[src/rtl/checkpoint_monitor.sv]
// checkpoint_monitor
//   Watches a firmware-driven 16-bit checkpoint bus and sequences an ordered
//   set of tests through start/end markers. It measures the cycles each test
//   spends between its markers, and it flags out-of-order markers and
//   watchdog expiry.
//
//   Marker encoding: test i start = {PREFIX, i, 4'h0}, end = {PREFIX, i, 4'h1}.
//   Any other code that carries PREFIX is a foreign marker. Codes without
//   PREFIX are ignored.
//
// Ports
//   clock        single clock for all logic
//   resetb       asynchronous active-low reset
//   checkbits    checkpoint bus, asynchronous to clock
//   start        arms a run (accepted in IDLE, FINISH or ERROR)
//   clear        synchronous abort to IDLE, clears error flags
//   test_mask    tests to run, sampled with start
//   busy         high in WAIT_START and RUN
//   cur_test     index of the test currently expected
//   done         one-cycle pulse when an end marker is accepted
//   done_test    index of the last completed test (held)
//   done_cycles  start-to-end marker cycles of the last completed test (held)
//   all_done     high in FINISH or ERROR
//   pass         high in FINISH only
//   seq_err      sticky: unexpected prefixed marker accepted
//   timeout_err  sticky: watchdog expired
//   fsm_state    debug view of the sequencer state
//
// Handshake: there is no back-pressure. A new code is accepted once it has
// been stable for STABLE synchronised samples. The resulting code_evt is a
// single-cycle strobe that the sequencer consumes on the following edge.
module checkpoint_monitor #(
    parameter int          NUM_TESTS = 4,
    parameter logic [7:0]  PREFIX    = 8'hAB,
    parameter int          CNT_W     = 32,
    parameter int          STABLE    = 2,
    parameter int          TIMEOUT   = 250000
) (
    input  logic                 clock,
    input  logic                 resetb,
    input  logic [15:0]          checkbits,
    input  logic                 start,
    input  logic                 clear,
    input  logic [NUM_TESTS-1:0] test_mask,
    output logic                 busy,
    output logic [3:0]           cur_test,
    output logic                 done,
    output logic [3:0]           done_test,
    output logic [CNT_W-1:0]     done_cycles,
    output logic                 all_done,
    output logic                 pass,
    output logic                 seq_err,
    output logic                 timeout_err,
    output logic [2:0]           fsm_state
);

    typedef enum logic [2:0] {
        S_IDLE   = 3'd0,
        S_WAIT   = 3'd1,
        S_RUN    = 3'd2,
        S_FINISH = 3'd3,
        S_ERROR  = 3'd4
    } state_t;

    localparam int SW = $clog2(STABLE + 1);

    // ------------------------------------------------------------------
    // Input path: 2-flop synchroniser, stability filter, change detector
    // ------------------------------------------------------------------
    logic [15:0]   sync1;
    logic [15:0]   sync2;
    logic [15:0]   samp;       // previous synchronised sample
    logic [15:0]   last_code;  // last accepted code
    logic [SW-1:0] run_len;    // consecutive equal samples, saturates at STABLE
    logic [SW-1:0] run_next;
    logic          code_evt;

    always_comb begin
        run_next = SW'(1);
        if (sync2 == samp) begin
            if (run_len == SW'(STABLE)) begin
                run_next = run_len;
            end else begin
                run_next = run_len + SW'(1);
            end
        end
    end

    always_ff @(posedge clock or negedge resetb) begin
        if (!resetb) begin
            sync1     <= '0;
            sync2     <= '0;
            samp      <= '0;
            run_len   <= '0;
            last_code <= '0;
            code_evt  <= 1'b0;
        end else begin
            sync1    <= checkbits;
            sync2    <= sync1;
            samp     <= sync2;
            run_len  <= run_next;
            code_evt <= 1'b0;
            // Once saturated the sample equals last_code, so no repeat event.
            if (run_next == SW'(STABLE) && sync2 != last_code) begin
                code_evt  <= 1'b1;
                last_code <= sync2;
            end
        end
    end

    // ------------------------------------------------------------------
    // Sequencer
    // ------------------------------------------------------------------
    state_t               state;
    logic [NUM_TESTS-1:0] mask;
    logic [CNT_W-1:0]     cycle_cnt;
    logic [CNT_W-1:0]     cnt_inc;
    logic [CNT_W-1:0]     wd;
    logic                 wd_expire;
    logic                 is_prefixed;
    logic [15:0]          start_code;
    logic [15:0]          end_code;
    logic [4:0]           first_sel;
    logic [4:0]           next_sel;

    // Lowest set bit of m at or above index from; bit 4 flags a hit.
    function automatic logic [4:0] pick(input logic [NUM_TESTS-1:0] m, input int from);
        logic [4:0] r;
        r = '0;
        for (int i = NUM_TESTS - 1; i >= 0; i--) begin
            if (m[i] && i >= from) begin
                r = {1'b1, 4'(i)};
            end
        end
        return r;
    endfunction

    always_comb begin
        first_sel   = pick(test_mask, 0);
        next_sel    = pick(mask, int'(cur_test) + 1);
        is_prefixed = (last_code[15:8] == PREFIX);
        start_code  = {PREFIX, cur_test, 4'h0};
        end_code    = {PREFIX, cur_test, 4'h1};
        cnt_inc     = (&cycle_cnt) ? cycle_cnt : cycle_cnt + CNT_W'(1);
        // Fires on the TIMEOUT-th edge after start.
        wd_expire   = (wd >= CNT_W'(TIMEOUT - 1));
    end

    always_ff @(posedge clock or negedge resetb) begin
        if (!resetb) begin
            state       <= S_IDLE;
            mask        <= '0;
            cycle_cnt   <= '0;
            wd          <= '0;
            cur_test    <= '0;
            done        <= 1'b0;
            done_test   <= '0;
            done_cycles <= '0;
            seq_err     <= 1'b0;
            timeout_err <= 1'b0;
        end else begin
            done <= 1'b0;
            if (clear) begin
                state       <= S_IDLE;
                seq_err     <= 1'b0;
                timeout_err <= 1'b0;
            end else begin
                case (state)
                    S_IDLE, S_FINISH, S_ERROR: begin
                        if (start) begin
                            mask        <= test_mask;
                            wd          <= '0;
                            cycle_cnt   <= '0;
                            seq_err     <= 1'b0;
                            timeout_err <= 1'b0;
                            done_test   <= '0;
                            done_cycles <= '0;
                            if (first_sel[4]) begin
                                cur_test <= first_sel[3:0];
                                state    <= S_WAIT;
                            end else begin
                                cur_test <= '0;
                                state    <= S_FINISH;
                            end
                        end
                    end
                    S_WAIT: begin
                        wd <= wd + CNT_W'(1);
                        if (wd_expire) begin
                            timeout_err <= 1'b1;
                            state       <= S_ERROR;
                        end else if (code_evt && is_prefixed) begin
                            if (last_code == start_code) begin
                                cycle_cnt <= '0;
                                state     <= S_RUN;
                            end else begin
                                seq_err <= 1'b1;
                                state   <= S_ERROR;
                            end
                        end
                    end
                    S_RUN: begin
                        wd        <= wd + CNT_W'(1);
                        cycle_cnt <= cnt_inc;
                        if (wd_expire) begin
                            timeout_err <= 1'b1;
                            state       <= S_ERROR;
                        end else if (code_evt && is_prefixed) begin
                            if (last_code == end_code) begin
                                done        <= 1'b1;
                                done_test   <= cur_test;
                                // The end-marker edge itself counts toward the latency.
                                done_cycles <= cnt_inc;
                                if (next_sel[4]) begin
                                    cur_test <= next_sel[3:0];
                                    state    <= S_WAIT;
                                end else begin
                                    state <= S_FINISH;
                                end
                            end else if (last_code != start_code) begin
                                seq_err <= 1'b1;
                                state   <= S_ERROR;
                            end
                        end
                    end
                    default: state <= S_IDLE;
                endcase
            end
        end
    end

    assign busy      = (state == S_WAIT) || (state == S_RUN);
    assign all_done  = (state == S_FINISH) || (state == S_ERROR);
    assign pass      = (state == S_FINISH);
    assign fsm_state = state;

endmodule

[config.mk]
export PLATFORM = sky130hd
export DESIGN_NAME = checkpoint_monitor
export DESIGN_NICKNAME = d
export VERILOG_FILES = /design/src/rtl/checkpoint_monitor.sv
export SDC_FILE = /design/constraint.sdc
export NUM_CORES = 1
export LEC_CHECK = 0
export BUFFER_PORTS_ARGS = -buffer_cell sky130_fd_sc_hd__buf_4
export CAP_MARGIN = 25
export CORE_AREA = 2 2 148 150
export CTS_CLUSTER_DIAMETER = 30
export DETAILED_ROUTE_END_ITERATION = 16
export DIE_AREA = 0 0 150 152
export MAX_ROUTING_LAYER = met4
export PLACE_DENSITY = 0.55
export SLEW_MARGIN = 20
export SYNTH_ARGS = -nofsm -noshare
export SYNTH_HDL_FRONTEND = slang
export SYNTH_SLANG_ARGS = --single-unit
[constraint.sdc]
create_clock -name clock -period 3.9 [get_ports clock]
set_clock_uncertainty 0.05 [all_clocks]
set_input_delay 0.39 -clock clock [delete_from_list [all_inputs] [get_ports clock]]
set_output_delay 0.39 -clock clock [all_outputs]
set_load 0.03 [all_outputs]
==> impl_metrics.xml <==
<?xml version="1.0" encoding="UTF-8"?>
<metrics>
  <group name="yosys">
    <metric name="postSynthRegisterBits" unit="">176</metric>
    <metric name="seq_area_frac_synth" unit="%">52.5</metric>
    <metric name="netlist_top_cells_area" unit="">dfrtp_1, xnor2_1, nand3_1</metric>
    <metric name="synthCells" unit="">810</metric>
    <metric name="netlist-cell-type-count" unit="">69</metric>
    <metric name="netlist_area" unit="um^2">8390</metric>
    <metric name="synth.top_cell.area_share" unit="%">52.5</metric>
    <metric name="number_of_warnings_issued_by_yosys" unit="">0</metric>
    <metric name="postSynth.asyncResetShare" unit="%">100</metric>
    <metric name="synth-edff-count" unit="">0</metric>
    <metric name="post-synth-top-area-cell" unit="">dfrtp_1</metric>
    <metric name="leading_register_cell_type_out_of_synthesis" unit="">dfrtp_1</metric>
    <metric name="avgSynthCellArea" unit="um^2">10.4</metric>
  </group>
  <group name="clocking">
    <metric name="cts_buffers" unit="">17</metric>
    <metric name="root_buffer" unit="">clkbuf_16</metric>
    <metric name="cts_resized" unit="">0</metric>
    <metric name="clock_sinks" unit="">176</metric>
    <metric name="cts.htree.levels" unit="">4</metric>
    <metric name="cts.clk_slew.worst_paths" unit="ps">80</metric>
    <metric name="cts_max_path_buffers" unit="">2</metric>
    <metric name="hold_buffers" unit="">16</metric>
    <metric name="post_cts.repair.setup_buffers" unit="">0</metric>
    <metric name="clk_latency" unit="ps">440</metric>
    <metric name="clock_tree_from_tritoncts" unit="">yes</metric>
  </group>
  <group name="outcome">
    <metric name="run_status" unit="">finished clean</metric>
  </group>
  <group name="worst_setup_path">
    <metric name="critical_path.n_buffers_inverters" unit="">0</metric>
    <metric name="path_class" unit="">flip-flop to flip-flop</metric>
    <metric name="cpPeakStageDelay" unit="ps">600</metric>
    <metric name="required" unit="ps">4170</metric>
    <metric name="crit_path_max_fanout" unit="">15</metric>
    <metric name="timing.critical_path.arrival" unit="ps">3370</metric>
    <metric name="timing.critical_path.from_type" unit="">flip-flop</metric>
    <metric name="family_with_the_most_delay_on_the_worst_path" unit="">simple AND/OR/NAND/NOR gates</metric>
    <metric name="setup.worst_path.end_class" unit="">flip-flop</metric>
    <metric name="crit_path_top_delay_cell" unit="">and2_0</metric>
    <metric name="crit_path_cell_trace" unit="">or4_4 -&gt; nor4_4 -&gt; and3_2 -&gt; nand4_2 -&gt; and2_0 -&gt; a221o_1</metric>
  </group>
  <group name="detailed_routing">
    <metric name="routed-via-count" unit="">6301</metric>
    <metric name="drt_pre_antenna_iters" unit="">5</metric>
    <metric name="antenna_violating_nets_post_route" unit="">0</metric>
    <metric name="route.detailed.vias_per_inst" unit="">5.35</metric>
    <metric name="remaining_drc_errors" unit="">0</metric>
    <metric name="wl" unit="mm">20.0</metric>
    <metric name="wl_per_cell" unit="um">16.9</metric>
    <metric name="drt_iter0_drc" unit="">362</metric>
  </group>
  <group name="global_route">
    <metric name="number_of_global_route_vias_before_repair" unit="">6245</metric>
    <metric name="antenna_found_initial" unit="">0</metric>
    <metric name="grt_util_all_layers" unit="%">18.8</metric>
    <metric name="first_pass_grt_wire_length" unit="mm">32.9</metric>
    <metric name="grt_max_degree" unit="">77</metric>
    <metric name="grt_overflow_total" unit="">0</metric>
  </group>
  <group name="timing">
    <metric name="tightest_slew" unit="ps">1010</metric>
    <metric name="slew_headroom" unit="%">32.4</metric>
    <metric name="timing_max_transition_violations_final" unit="">0</metric>
    <metric name="setup-violations-final" unit="">0</metric>
    <metric name="maxClockFrequency" unit="MHz">323</metric>
    <metric name="rsz0062_at_grt" unit="">no</metric>
    <metric name="worst_hold_slack" unit="ps">17.7</metric>
    <metric name="final.setup.tns" unit="ps">0</metric>
    <metric name="finalCriticalPeriod" unit="ps">3100</metric>
    <metric name="post-route-period-util" unit="%">79.4</metric>
    <metric name="final_count_of_hold_timing_violations" unit="">0</metric>
  </group>
  <group name="pwr">
    <metric name="power_per_cell_area" unit="nW/um^2">396</metric>
    <metric name="power" unit="mW">3.92</metric>
    <metric name="leakagePower" unit="nW">4.41</metric>
    <metric name="worst_ir_drop_vdd" unit="uV">239</metric>
  </group>
  <group name="floorplanning">
    <metric name="die-area" unit="um^2">22800</metric>
    <metric name="initial_utilization" unit="%">39.3</metric>
    <metric name="die_h" unit="um">152</metric>
    <metric name="num_rows" unit="">54</metric>
    <metric name="core" unit="um^2">21400</metric>
    <metric name="fp.dieW" unit="um">150</metric>
    <metric name="top_level_ports" unit="">73</metric>
  </group>
  <group name="place">
    <metric name="hpwl" unit="mm">13.6</metric>
    <metric name="detailed_place.area" unit="um^2">9170</metric>
    <metric name="place.port_buffers" unit="">68</metric>
    <metric name="gp_congestion" unit="">0.829</metric>
  </group>
  <group name="layout">
    <metric name="final_core_utilization" unit="%">46.4</metric>
    <metric name="n_antenna_cell" unit="">0</metric>
    <metric name="drive_gt1_share" unit="%">16.7</metric>
    <metric name="nets" unit="">912</metric>
    <metric name="post_synthesis_to_final_layout_area_growth" unit="%">18.0</metric>
    <metric name="postLayoutCellArea" unit="um^2">9900</metric>
  </group>
  <group name="run">
    <metric name="maxCapViolCount" unit="">0</metric>
  </group>
  <group name="hold_path">
    <metric name="worstHoldPathType" unit="">primary input to flip-flop</metric>
  </group>
</metrics>
==> worst reg2reg max path: stages (launching register included) <==
cell	delay (ps)
dfrtp_1	410
or4_4	560
nor4_4	380
and3_2	300
nand4_2	190
and2_0	600
a221o_1	500
==> state kept, by name, indices dropped and copies added, names as in the netlist, 16 cells and up <==
| name | flops |
|---|---|
| cycle_cnt | 32 |
| done_cycles | 32 |
| wd | 32 |
| last_code | 16 |
| samp | 16 |
| sync1 | 16 |
| sync2 | 16 |
==> synth_stat cells (all sizes together), types with 3 or more instances <==
cell	n
nor4	14
a31oi	9
o2111ai	3
mux2	21
o21a	7
a21oi	25
buf	14
o31ai	17
or3	10
ha	3
mux2i	3
xor2	28
nor3	23
nand3	59
and2	9
xnor2	57
nand2b	6
clkbuf	33
a211o	11
nand2	54
inv	15
or4	6
and4	12
and3	21
o22a	3
a22o	4
a311oi	3
dfrtp	176
nor2	66
nand4	30
o21ai	36
==> cells by family (layout without fill, tap and decap cells) <==
logic type / after synthesis / count (layout) / synth area share (%)
muxes: 24 / 24 / 3.18
DFF: 176 / 176 / 52.5
xor gates and xnor gates: 85 / 85 / 9.10
buffers and inverters: 62 / 147 / 3.34
adders and majority gates: 3 / 3 / 0.447
other: 1 / 4 / 0.0447
AOI/OAI and AO/OA: 138 / 138 / 11.1
and+or+nand+nor: 321 / 321 / 20.3
==> final timing paths <==
kind / start / endpoint / slack (ps) / cells after the start
max: last_code[3] / cycle_cnt[6] / 800 / 6
min: checkbits[4] / sync1[4] / 20 / 1
max reg2reg: last_code[3] / cycle_cnt[6] / 800 / 6
min reg2reg: sync1[15] / sync2[15] / 300 / 0
max in group asynchronous: resetb / done_cycles[1] / 2410 / 3
min in group asynchronous: resetb / sync2[6] / 490 / 2
==> routing by layer <==
metal  routed length (um)  track usage [%]
met4                  189             5.35
met2                 9650             29.2
met3                  627             3.03
met1                 9490             25.5
met5                    0                -
==> final cells by class <==
| cell class | instances | area [um^2] |
|---|---|---|
| clock inverter | 13 | 136 |
| clock buffer | 19 | 433 |
| sequential | 176 | 4400 |
| fill | 2052 | 11500 |
| multi-input combinational | 575 | 3720 |
| tap | 280 | 350 |
| inverter | 15 | 56.3 |
| timing repair buffer | 100 | 795 |
==> report_power, final <==
group	internal (mW)	switching, mW	total [mW]
logic	0.120	0.195	0.315
clock network	0.858	0.815	1.67
registers	1.87	0.0595	1.93
total	2.85	1.07	3.92
==> stage by stage <==
| stage | cells | setup WS [ps] |
|---|---|---|
| CTS | 1178 | 808 |
| finish | 1178 | 801 |
| global placement | 1130 | 914 |
| floorplan | 813 | 1130 |
| detailed placement | 1130 | 824 |
| global route | 1178 | 624 |
==> placed cells by master, fill, tap and decap left out, types with 13 or more instances in the layout <==
cell / n
dfrtp_1: 176
buf_4: 83
nor2_1: 65
nand3_1: 59
xnor2_1: 56
nand2_1: 54
o21ai_0: 36
nand4_1: 29
xor2_1: 28
a21oi_1: 25
nor3_1: 22
mux2_2: 21
and3_1: 20
o31ai_1: 17
clkbuf_16: 17
dlygate4sd3_1: 16
inv_1: 15
nor4_1: 13
No activity file was read; power rests on OpenSTA's default activity.
